[config.mk]
export PLATFORM = sky130hd
export DESIGN_NAME = crc_append
export DESIGN_NICKNAME = d
export VERILOG_FILES = /design/src/rtl/crc_append.sv
export SDC_FILE = /design/constraint.sdc
export NUM_CORES = 1
export LEC_CHECK = 0
export CAP_MARGIN = 20
export CELL_PAD_IN_SITES_DETAIL_PLACEMENT = 1
export CELL_PAD_IN_SITES_GLOBAL_PLACEMENT = 1
export CORE_UTILIZATION = 49
export DETAILED_ROUTE_END_ITERATION = 10
export DONT_BUFFER_PORTS = 1
export HOLD_SLACK_MARGIN = 0.1
export PLACE_DENSITY = 0.91
export SLEW_MARGIN = 5
export SYNTH_ARGS = -nofsm -noshare
export SYNTH_HDL_FRONTEND = slang
export SYNTH_SLANG_ARGS = --single-unit
export TNS_END_PERCENT = 30
[constraint.sdc]
create_clock -name clk -period 2.5 [get_ports clk]
set_input_delay 0.375 -clock clk [delete_from_list [all_inputs] [get_ports clk]]
set_output_delay 0.375 -clock clk [all_outputs]
set_load 0.02 [all_outputs]
[src/rtl/crc_append.sv]
// rtl/crc_append.sv - byte-stream CRC appender: passes payload through, then appends CW/8 CRC bytes
module crc_append #(
  parameter int            CW   = 16,
  parameter logic [CW-1:0] POLY = 16'h1021,
  parameter logic [CW-1:0] INIT = 16'hFFFF
) (
  input  logic          clk,
  input  logic          rst,
  input  logic [7:0]    din,
  input  logic          din_valid,
  input  logic          din_last,
  output logic          din_ready,
  output logic [7:0]    dout,
  output logic          dout_valid,
  output logic          dout_last,
  input  logic          dout_ready,
  output logic [CW-1:0] crc,
  output logic [15:0]   frame_cnt
);

  localparam logic [2:0] NB = 3'(CW / 8);

  typedef enum logic [1:0] {IDLE, DATA, CRC} state_t;

  state_t        state;
  state_t        state_nxt;
  logic [CW-1:0] crc_reg;
  logic [2:0]    crc_idx;
  logic [CW-1:0] crc_sh;
  logic [7:0]    crc_sel;
  logic          in_xfer;
  logic          out_xfer;
  logic          out_free;
  logic          frame_done;

  // MSB-first, non-reflected byte update; din bit 7 enters the register first
  function automatic logic [CW-1:0] crc_byte(input logic [CW-1:0] c_in, input logic [7:0] d);
    logic [CW-1:0] c;
    logic          fb;
    c = c_in;
    for (int i = 7; i >= 0; i--) begin
      fb = c[CW-1] ^ d[i];
      c  = {c[CW-2:0], 1'b0};
      if (fb) c = c ^ POLY;
    end
    return c;
  endfunction

  assign in_xfer    = din_valid && din_ready;
  assign out_xfer   = dout_valid && dout_ready;
  // output register can take a new byte when it is empty or being drained this cycle
  assign out_free   = !dout_valid || dout_ready;
  assign frame_done = (state == CRC) && out_xfer && dout_last;

  // CRC bytes go out most significant first: shift the wanted byte to the top
  assign crc_sh  = crc_reg << {crc_idx, 3'b000};
  assign crc_sel = crc_sh[CW-1 -: 8];

  // state register
  always_ff @(posedge clk or posedge rst) begin
    if (rst) state <= IDLE;
    else     state <= state_nxt;
  end

  // next-state logic
  always_comb begin
    state_nxt = state;
    case (state)
      IDLE, DATA: if (in_xfer) state_nxt = din_last ? CRC : DATA;
      CRC:        if (frame_done) state_nxt = IDLE;
      default:    state_nxt = IDLE;
    endcase
  end

  // input handshake: no new payload while CRC bytes are pending
  always_comb begin
    din_ready = (state != CRC) && out_free;
  end

  // output register, running CRC and frame bookkeeping
  always_ff @(posedge clk or posedge rst) begin
    if (rst) begin
      dout       <= 8'h00;
      dout_valid <= 1'b0;
      dout_last  <= 1'b0;
      crc_reg    <= INIT;
      crc_idx    <= 3'd0;
      crc        <= '0;
      frame_cnt  <= 16'd0;
    end else if (in_xfer) begin
      dout       <= din;
      dout_valid <= 1'b1;
      dout_last  <= 1'b0;
      crc_reg    <= crc_byte(crc_reg, din);
    end else if (state == CRC) begin
      if (frame_done) begin
        dout_valid <= 1'b0;
        dout_last  <= 1'b0;
        crc        <= crc_reg;
        frame_cnt  <= frame_cnt + 16'd1;
        crc_reg    <= INIT;
        crc_idx    <= 3'd0;
      end else if (out_free && crc_idx != NB) begin
        dout       <= crc_sel;
        dout_valid <= 1'b1;
        dout_last  <= (crc_idx == NB - 3'd1);
        crc_idx    <= crc_idx + 3'd1;
      end else if (out_xfer) begin
        dout_valid <= 1'b0;
      end
    end else if (out_xfer) begin
      dout_valid <= 1'b0;
    end
  end

endmodule

==> results of run 1 <==
==> worst register-to-register path, delay by kind of cell (launching register included) <==
family	cells	cell delay, ps
simple gates	3	700
flops	1	330
buf+inv	2	310
fa+ha+maj	1	230
compound gates	1	220
==> path summary, 6_finish.rpt <==
| kind | endpoint | slack, ps | depth (start not counted) |
|---|---|---|---|
| max | dout_last | 630 | 7 |
| min | dout_valid | 160 | 2 |
| max reg2reg | dout_last | 630 | 7 |
| min reg2reg | crc[6] | 520 | 2 |
| max in group asynchronous | crc_reg[0] | 1130 | 3 |
| min in group asynchronous | crc[5] | 610 | 2 |
==> power by group through the flow <==
| stage | combinational, µW | sequential, µW | clock, µW |
|---|---|---|---|
| after floorplan | 1290 | 1950 | 0 |
| after global placement | 1460 | 2050 | 0 |
| after detailed placement | 1550 | 2080 | 0 |
| after CTS | 1600 | 2070 | 1330 |
| after global routing | 1750 | 2110 | 1370 |
| final | 1580 | 2060 | 1310 |
==> cells by family after synthesis <==
| logic type | after synthesis | synth area share (%) |
|---|---|---|
| AND/OR/NAND/NOR | 118 | 17.8 |
| XOR/XNOR | 40 | 12.9 |
| multiplexers | 16 | 5.23 |
| buffers and inverters | 18 | 2.86 |
| AO/OA/AOI/OAI | 30 | 7.44 |
| adder cells (fa/ha/maj) | 4 | 1.63 |
| flip-flops | 63 | 52.1 |
==> cells in the mapped netlist <==
| cell type | n |
|---|---|
| nand2_1 | 62 |
| dfrtp_1 | 47 |
| xnor2_1 | 29 |
| nor2_1 | 22 |
| dfstp_2 | 16 |
| mux2i_1 | 16 |
| a21oi_1 | 10 |
| nand4_1 | 9 |
| a2bb2oi_1 | 7 |
| buf_2 | 7 |
| nand3_1 | 7 |
| inv_1 | 6 |
| o22a_1 | 6 |
| xor2_1 | 5 |
| ha_1 | 4 |
| nand2b_1 | 4 |
| and3_1 | 3 |
| buf_4 | 3 |
| o22a_2 | 3 |
| xnor2_2 | 3 |
| xor2_2 | 3 |
| a221oi_2 | 1 |
| and2b_1 | 1 |
| and4_1 | 1 |
| buf_1 | 1 |
| clkbuf_1 | 1 |
| nand2_2 | 1 |
| nand3_2 | 1 |
| nor2_2 | 1 |
| nor2b_1 | 1 |
| nor3_2 | 1 |
| nor3_4 | 1 |
| nor3b_1 | 1 |
| o21ai_0 | 1 |
| o22ai_1 | 1 |
| o31ai_1 | 1 |
| or2_2 | 1 |
| or3b_1 | 1 |
==> routing by layer <==
metal	wire, µm	global-route usage, %	vias to the layer above
met5	0	0	-
met4	181	13.8	0
li1	-	-	977
met3	349	7.30	17
met1	3010	28.6	1067
met2	3960	45.1	55
==> area by class of cell <==
cell class / instances / area, µm²
clock buffers: 9 / 124
clock inverters: 7 / 168
fillers: 663 / 2550
inverters: 6 / 22.5
multi-input cells: 208 / 1380
flip-flops and latches: 63 / 1600
well taps: 75 / 93.8
repair buffers: 8 / 62.6
==> metrics by stage <==
| step | area (µm²) | util (%) |
|---|---|---|
| finish | 3440 | 57.5 |
| global route | 3440 | 57.5 |
| CTS | 3440 | 57.5 |
| detailed placement | 3140 | 52.5 |
| global placement | 3140 | 52.5 |
| floorplan | 3060 | - |
==> summary by stage, run 1 <==
Status
The flow ran to the end, and the final reports show no timing, DRC or antenna violations.

Critical path
On the critical path the largest part of the delay comes from simple AND/OR/NAND/NOR gates. STA classifies the critical path startpoint as a register. The maximum fanout count along the critical path is 13. The type of destination of the critical path is a register. The launch instance of the worst register-to-register path is crc_idx[0].

The critical path is of the reg2reg type. Data arrives at the worst endpoint at 2130 ps. Together, buffers and inverters on the worst path number 2. The launch point of the critical path is crc_idx[0]. The signal on the critical path passes through buf_4, inv_1, ha_1, nand2b_1, nand3_1, or3b_1, a21oi_1. The slowest cell on the critical path is or3b_1. In this design, the stage delay of the slowest critical-path cell is 390 ps. Data on the critical path is required at its endpoint by 2760 ps.

Drt
For this block, the routed nets add up to 7.50 mm of wire. Dividing the detail-routed via count by the number of cells gives 5.63. Summing over every cut layer, the via total after detailed routing is 2116.

The post-route antenna net violation count is 0. In the routed design, unresolved DRC markers number 0. After detailed routing, the average wire length per cell comes to 19.9 µm. The detailed-router iteration count before antenna repair is 4. The count of routing violations after the opening detailed-route iteration is 60.

Clock network
The number of hold buffers added after CTS was 1. The H-tree was split into 3 levels. The tree is rooted in a clkbuf_8. Counting the buffers created by CTS gives 9.

The number of gates resized after CTS was 0. The longest clock path from root to sink contains 2 buffers. After clock tree synthesis, the setup repair step added 0 buffers. For this design, the sink count on the clock tree is 63.

The clock latency on the worst-skew pair is 360 ps. The clock tree from TritonCTS is done. After clock tree synthesis, the clock-pin slew on the worst setup and hold paths is 70 ps.

Pwr
The analysis attributes to cell leakage a power of 0.00155 µW. The share of power burned in registers is 41.5%. Summed over all nets, the switching power comes to 1890 µW. The power per cell area is 1440 nW/µm². Internal power comes to 3070 µW.

The worst-case IR drop observed on VDD is 0.000816 V. In this run, the clock network consumes 26.5% of the power. The switching part of the total is 38.1%. The total power after layout is 4960 µW. Combinational logic is responsible for 32.0% of the overall power.

Layout
The area growth from synthesis to layout is 12.5%. The flip-flop count of the largest register after layout is 32. In the final design database the tool counted 313 nets.

The most common cell after layout, fill and taps aside is nand2_1. The layout cell share with drive strength beyond 1 is 18.6%. In the layout the commonest cells are nand2_1, dfrtp_1, xnor2_1. Excluding fillers, the count of instances in the completed layout stands at 376.

The number of antenna diodes in the final layout is 0.

STA
The worst hold-check slack is 159 ps. Headroom to the max-slew limit came out at 50.2%. Setup repair after global routing left no endpoint under its margin. The top achievable clock speed is 0.535 GHz.

The hold violation total from the final report is 0. The setup slack of the critical path after layout is 630 ps. The routed design could run at a clock period as short as 1870 ps. The transition time at the pin with the least slew margin is 746 ps. In the final timing run, aggregate negative setup slack is 0 ps. Between clock sinks in the finished design, the worst skew comes to 10.4 ps.

Setup violations remaining at the end of the flow were counted as 0. The final number of max-transition violations is 0. The worst path uses 74.8% of the clock period.

Synth
The top cell type's share of synthesized area is 38.4%. Yosys attributes the largest share of cell area to dfrtp_1, dfstp_2, xnor2_1, nand2_1, mux2i_1. The share of the Yosys chip area taken by registers is 52.1%. When the netlist entered floorplanning its net count stood at 306. After synthesis, the mean cell area works out to 10.6 µm². The synthesized area is 3060 µm².

The number of warnings reported in the yosys synthesis log is 0. The largest total area in the synthesized netlist belongs to dfrtp_1. The netlist uses 38 different library cells. The flip-flop and latch count after synthesis is 63.

The synthesized instance count is 289.

Job
The tool flagged a number of max-cap violations equal to 0.

GRT
After global routing the overflow that remains totals 0. The initial antenna violation count came to 0. The first global-routing pass estimated 12.2 mm of wire.

Global routing used 26.0% of the available tracks across all layers. The via count of the first global-routing pass is 2402. Entering global routing, the biggest net connects 37 pins.

Floorplanning
For this configuration, the core starts out at a cell density of 51.1%. The width of the die is 81.0 µm. The number of rows in the core area is 28. The y dimension of the die is 81.0 µm. The region available for standard cell placement spans 5990 µm². The area of the die is 6570 µm². 56 I/O pins were placed.

Min path
The hold path startpoint is din_valid. The worst hold path belongs to the class in2reg.

Placement
The placer's final routability congestion estimate is 0.798. In this run, placement finished with an instance count of 359. Before CTS, the worst setup slack after placement is 677 ps. The number of buffer cells added on primary ports is 0. Once detailed placement completed, the half-perimeter wirelength came to 5.08 mm.
No activity file was read; power rests on OpenSTA's default activity.
==> run 2: changes to the inputs <==
Settings changed: CORE_UTILIZATION 49 to 44, PLACE_DENSITY 0.91 to 0.87.
Clock period 2.5 ns to 1.5 ns, I/O delays scaled along.
==> summary by stage, run 2 (synthesis results as in run 1) <==
STA
The remaining max-slew budget at the tightest pin is 73.0% (was 50.2%). The transition time at the pin with the least slew margin is 402 ps (was 746 ps). The setup slack of the critical path after layout came to -141 ps (was 630 ps). After layout, the minimum clock period comes to 1640 ps. The setup skew after layout is 4.53 ps (was 10.4 ps). The hold violation total from the final report is 0 (unchanged). The final clock period utilization by the worst path is 109%.

For this run, the top clock speed supported by timing is 0.609 GHz. Unrepaired setup endpoints after global routing: true (was false). The final number of max-transition violations is 0 (unchanged). The final setup violation count is 11 (was 0).

Layout
The signed area change from the synthesized netlist to the final layout is 33.1% (was 12.5%). The area of combinational cells with multiple inputs is 1520 µm² (was 1380 µm²). The number of diodes is 0 (unchanged). The fill cell instance count of the final layout came to 713 (was 663). The sequential cell area is 1600 µm² (unchanged). The final non-filler cell area is 4070 µm² (was 3440 µm²). Commonest cells after routing, fill and taps aside: nand2_1, dfrtp_1, buf_4 (was nand2_1, dfrtp_1, xnor2_1). The layout cell share with drive strength beyond 1 is 31.7% (was 18.6%). The flip-flop count of the largest register after layout was 32 (unchanged). The final standard cell count with taps included and fillers excluded is 436 (was 376). The most common cell after layout, fill and taps aside is nand2_1 (unchanged).

The number of nets in the layout is 368 (was 313).

Critical path
The largest incremental delay on the critical path is 410 ps (was 390 ps). The critical path class is reg2out (was reg2reg). The type of destination of the critical path was an output port (was register).

The required time at the worst-slack endpoint is 1270 ps (was 2760 ps). The maximum fanout count along the critical path was 2 (was 13). Worst path cell trace: buf_6, and2b_2, buf_6, nor2_4, buf_6 (was buf_4, inv_1, ha_1, nand2b_1, nand3_1, or3b_1, a21oi_1). The dominant delay contributor by cell family on the critical path is flip-flops (was simple AND/OR/NAND/NOR gates).

The worst path buffer plus inverter count was 3 (was 2). Among the stages of the critical path, the cell type that occurs most often is buf_6. The arrival time at the worst endpoint came to 1420 ps (was 2130 ps). The slowest cell on the critical path is dfrtp_1 (was or3b_1). The startpoint class of the critical path is a register (unchanged).

Drt
The detailed-router iteration count before antenna repair was 4 (unchanged). The number of remaining DRC errors is 0 (unchanged). The wire length per cell is 21.6 µm (was 19.9 µm). The detailed-route via count is 2438 (was 2116). The post-route antenna net violation count is 0 (unchanged).

The count of routing violations after the opening detailed-route iteration was 139 (was 60). The final routed wirelength across all metal layers is 9.44 mm (was 7.50 mm). The via-per-instance ratio came to 5.59 (was 5.63).

Placement
The instance area at placement is 3420 µm² (was 3140 µm²). The HPWL after detailed placement is 5.81 mm (was 5.08 mm). The placer's final routability congestion estimate is 0.805 (was 0.798). The pre-CTS setup slack is -65.1 ps (was 677 ps). The cell count after placement is 396 (was 359). The number of buffer cells added on primary ports came to 0 (unchanged).

GRT
The first-pass GRT wire length is 14.1 mm (was 12.2 mm). The via count of the first global-routing pass is 2720 (was 2402). The global routing usage summed across all routing layers is 26.2% (was 26.0%). The pin count of the biggest net entering global routing was 50 (was 37). The initial antenna violation count is 0 (unchanged).

The sum of overflow across all layers after global routing was 0 (unchanged).

Pwr
The power per cell area came to 2200 nW/µm² (was 1440 nW/µm²). The highest ir drop seen on vdd is 0.00114 V (was 0.000816 V). The total leakage power is 0.00185 µW (was 0.00155 µW). The total power after layout is 8970 µW (was 4960 µW).

Floorplanning
The y dimension of the die is 85.4 µm (was 81.0 µm). The standard cell core area was 6760 µm² (was 5990 µm²). The number of rows in the core area is 30 (was 28).

The width of the die is 85.4 µm (was 81.0 µm). The initial core utilization is 45.3% (was 51.1%). The top-level I/O count was 56 (unchanged). The area of the die came to 7300 µm² (was 6570 µm²).

Clock network
The clock latency on the worst-skew pair is 350 ps (was 360 ps). The clock tree from TritonCTS was done (unchanged). The root buffer cell is clkbuf_8 (unchanged). The count of H-tree levels built during CTS is 3 (unchanged).

The total CTS buffers is 9 (unchanged). The count of clock tree sinks came to 63 (unchanged). The clock-pin slew of the registers on the worst-case setup and hold paths is 70 ps (about the same). The deepest clock path buffer count is 2 (unchanged).

Status
The checks that failed: setup timing. Result of the run: finished with violations (was completed).

Min path
The type of the most critical hold path is in2reg (unchanged).

Job
The number of maximum-capacitance violations is 0 (unchanged).
[run 2: routing by layer]
metal  global-route usage (%)  part of all wire [%]  vias up
li1                         -                     -     1086
met1                     27.4                    37     1269
met2                     49.2                    56       59
met3                     4.86                   3.8       24
met4                     14.5                   3.2        0
met5                        0                     0        -
[run 2: metrics by stage]
stage	hold slack [ps]	setup TNS (ps)	util, %
after detailed placement	90.2	-597	50.6
after global routing	228	-1220	60.3
final	203	-614	60.3
after global placement	87.9	0	50.6
after CTS	181	-110	56.9
after floorplan	344	-2170	-
[run 2: what timing repair did]
item / in CTS / in global routing
gates cloned: 1 / 3
pin swaps: 2 / 11
hold buffers: 11 / 0
endpoints found under the setup margin: 44 / 50
hold endpoints to repair: 57 / 0
resized for setup: 15 / 20
buffers inserted: 4 / 6
[run 2: where the power goes]
group	internal [µW]	switching [µW]	leakage [µW]
registers	2440	901	0.000777
logic	1990	1950	0.000964
clock network	982	712	0.000110
total	5410	3570	0.00185
[run 2: path summary, 6_finish.rpt]
check / start / end / slack [ps] / depth (start not counted)
max in group asynchronous: rst / crc_reg[3] / 540 / 3
min: dout_ready / dout_valid / 200 / 3
max reg2reg: crc_idx[0] / dout[0] / -100 / 6
max: state[1] / din_ready / -140 / 5
min reg2reg: crc_reg[15] / crc[15] / 530 / 2
min in group asynchronous: rst / frame_cnt[3] / 340 / 2
[run 2: tightest hold or removal path, cell delays in order]
cell and delay [ps]:
nor2b_1 70, a21oi_1 160, nand2_1 70
[run 2: final cells by class]
| type | instances | share of cell area (%) |
|---|---|---|
| well taps | 80 | 2.46 |
| multi-input cells | 208 | 37.2 |
| flip-flops and latches | 63 | 39.2 |
| repair buffers | 63 | 15.0 |
| inverters | 6 | 0.645 |
| clock buffers | 11 | 3.47 |
| clock inverters | 5 | 2.00 |
==> run 3: changes to the inputs <==
Settings changed: CORE_ASPECT_RATIO set to 1.75, CORE_UTILIZATION 44 to 30, PLACE_DENSITY 0.87 to 0.65.
Clock period 1.5 ns to 1.9 ns, I/O delays scaled along.
==> summary by stage, run 3 (synthesis results as in run 1) <==
Clock network
The clock latency on the worst-skew pair is 330 ps (was 350 ps). The count of H-tree levels built during CTS came to 3 (unchanged). The clock tree from TritonCTS is done (unchanged). The number of setup buffers added after CTS is 0 (was 4).

The deepest clock path buffer count was 2 (unchanged). The count of clock tree sinks was 63 (unchanged). The total of cells resized after clock tree synthesis was 0 (was 15). The clock-pin slew of the registers on the worst-case setup and hold paths was 50 ps (was 70 ps).

The total of hold buffers inserted after clock tree synthesis is 2 (was 11). The root buffer cell is clkbuf_16 (was clkbuf_8). The total CTS buffers is 9 (unchanged).

Placement
The instance area at placement is 3280 µm² (was 3420 µm²). The placer's final routability congestion estimate is 0.721 (was 0.805). The HPWL after detailed placement came to 5.53 mm (was 5.81 mm). The number of buffer cells added on primary ports is 0 (unchanged).

STA
The final clock period utilization by the worst path is 87.2%. The hold violation total from the final report was 0 (unchanged). The remaining max-slew budget at the tightest pin is 70.7% (was 73.0%). For this run, the top clock speed supported by timing is 0.604 GHz. The final number of max-transition violations was 0 (unchanged). The smallest clock period supported by the final layout is computed as 1660 ps. The transition time at the pin with the least slew margin is 436 ps (was 402 ps). The final setup violation count is 0 (was 11). Unrepaired setup endpoints after global routing: false (was true). The setup skew after layout is 3.40 ps (was 4.53 ps). The worst hold-check slack is 117 ps (was 203 ps). The setup TNS after final layout is 0 ps (was -614 ps).

Pwr
The power per cell area was 1780 nW/µm² (was 2200 nW/µm²). The total leakage power came to 0.00160 µW (was 0.00185 µW). The highest ir drop seen on vdd is 0.000689 V (was 0.00114 V).

Layout
The number of diodes is 0 (unchanged). The signed area change from the synthesized netlist to the final layout is 17.3% (was 33.1%). The most common cell after layout, fill and taps aside is nand2_1 (unchanged). The final non-filler cell area came to 3590 µm² (was 4070 µm²). The number of nets in the layout is 320 (was 368).

The flip-flop count of the largest register after layout is 32 (unchanged). Commonest cells after routing, fill and taps aside: nand2_1, dfrtp_1, xnor2_1 (was nand2_1, dfrtp_1, buf_4). The layout cell share with drive strength beyond 1 is 19.8% (was 31.7%).

Drt
The final routed wirelength across all metal layers is 7.67 mm (was 9.44 mm). The post-route antenna net violation count came to 0 (unchanged). The detailed-route via count is 2100 (was 2438).

The detailed-router iteration count before antenna repair is 4 (unchanged). The number of remaining DRC errors came to 0 (unchanged). The count of routing violations after the opening detailed-route iteration is 80 (was 139).

The wire length per cell was 17.7 µm (was 21.6 µm). The via-per-instance ratio is 4.85 (was 5.59).

Critical path
The type of destination of the critical path is an output port (unchanged). The worst path buffer plus inverter count was 0 (was 3). The launch point of the critical path was dout_valid (was state[1]). The arrival time at the worst endpoint is 1370 ps (was 1420 ps). The critical path class is reg2out (unchanged).

The launch instance of the worst register-to-register path is crc_idx[1] (was crc_idx[0]). The startpoint class of the critical path was a register (unchanged). The largest incremental delay on the critical path is 510 ps (was 410 ps). The slowest cell on the critical path is dfrtp_1 (unchanged).

The required time at the worst-slack endpoint is 1620 ps (was 1270 ps). The dominant delay contributor by cell family on the critical path is simple AND/OR/NAND/NOR gates (was flip-flops). Worst path cell trace: nor2b_1, nor2_1 (was buf_6, and2b_2, buf_6, nor2_4, buf_6). The maximum fanout count along the critical path was 7 (was 2).

Status
Result of the run: completed (was finished with violations).

Min path
The hold path startpoint is din[0] (was dout_ready). The type of the most critical hold path is in2reg (unchanged).

Floorplanning
The area of the die is 10600 µm² (was 7300 µm²). The y dimension of the die is 136 µm (was 85.4 µm). The top-level I/O count was 56 (unchanged). The width of the die came to 78.4 µm (was 85.4 µm). The number of rows in the core area came to 48 (was 30).

The standard cell core area came to 9910 µm² (was 6760 µm²). The initial core utilization came to 30.9% (was 45.3%).

GRT
The global routing usage summed across all routing layers is 15.7% (was 26.2%). The sum of overflow across all layers after global routing is 0 (unchanged). The first-pass GRT wire length was 12.4 mm (was 14.1 mm). The via count of the first global-routing pass is 2333 (was 2720). The pin count of the biggest net entering global routing came to 64 (was 50).

The initial antenna violation count is 0 (unchanged).

Job
The number of maximum-capacitance violations is 0 (unchanged).
==> run 3: worst paths after layout <==
check / to / cells after the start / slack [ps]
worst max-delay path: din_ready / 2 / 240
worst min-delay path: dout[0] / 2 / 120
worst max register to register: dout_last / 5 / 260
worst min register to register: state[0] / 1 / 490
max in group asynchronous: crc_reg[6] / 3 / 1090
min in group asynchronous: crc[10] / 3 / 460
==> run 3: layer usage <==
| layer | global-route usage (%) | wire, µm | up-vias |
|---|---|---|---|
| met5 | 0 | 0 | - |
| li1 | - | - | 992 |
| met3 | 4.58 | 354 | 12 |
| met4 | 7.41 | 168 | 0 |
| met1 | 16.3 | 2940 | 1057 |
| met2 | 28.7 | 4200 | 39 |
==> run 3: through the flow <==
step / setup slack (ps) / total power (µW) / utilization [%] / std cells
4_1_cts: 224 / 6510 / 36.3 / 433
6_report: 243 / 6390 / 36.3 / 433
3_3_place_gp: 287 / 4770 / 33.1 / 415
2_1_floorplan: 71.7 / 4260 / - / 289
5_1_grt: 123 / 6800 / 36.3 / 433
3_5_place_dp: 256 / 4870 / 33.1 / 415
==> run 3: area by class of cell <==
class                           count  area [µm²]
Clock buffer                       14         284
Tap cell                          125         156
Fill cell                        1120        6320
Clock inverter                      2        12.5
Sequential cell                    63        1600
Timing Repair Buffer               15         143
Multi-Input combinational cell    208        1380
Inverter                            6        22.5
==> run 3: power by group <==
group	internal, µW	switching [µW]	total, µW	leakage [µW]
combinational	1020	1070	2090	0.000674
sequential	1930	776	2700	0.000777
clock	1020	578	1600	0.000145
total	3970	2420	6390	0.00160
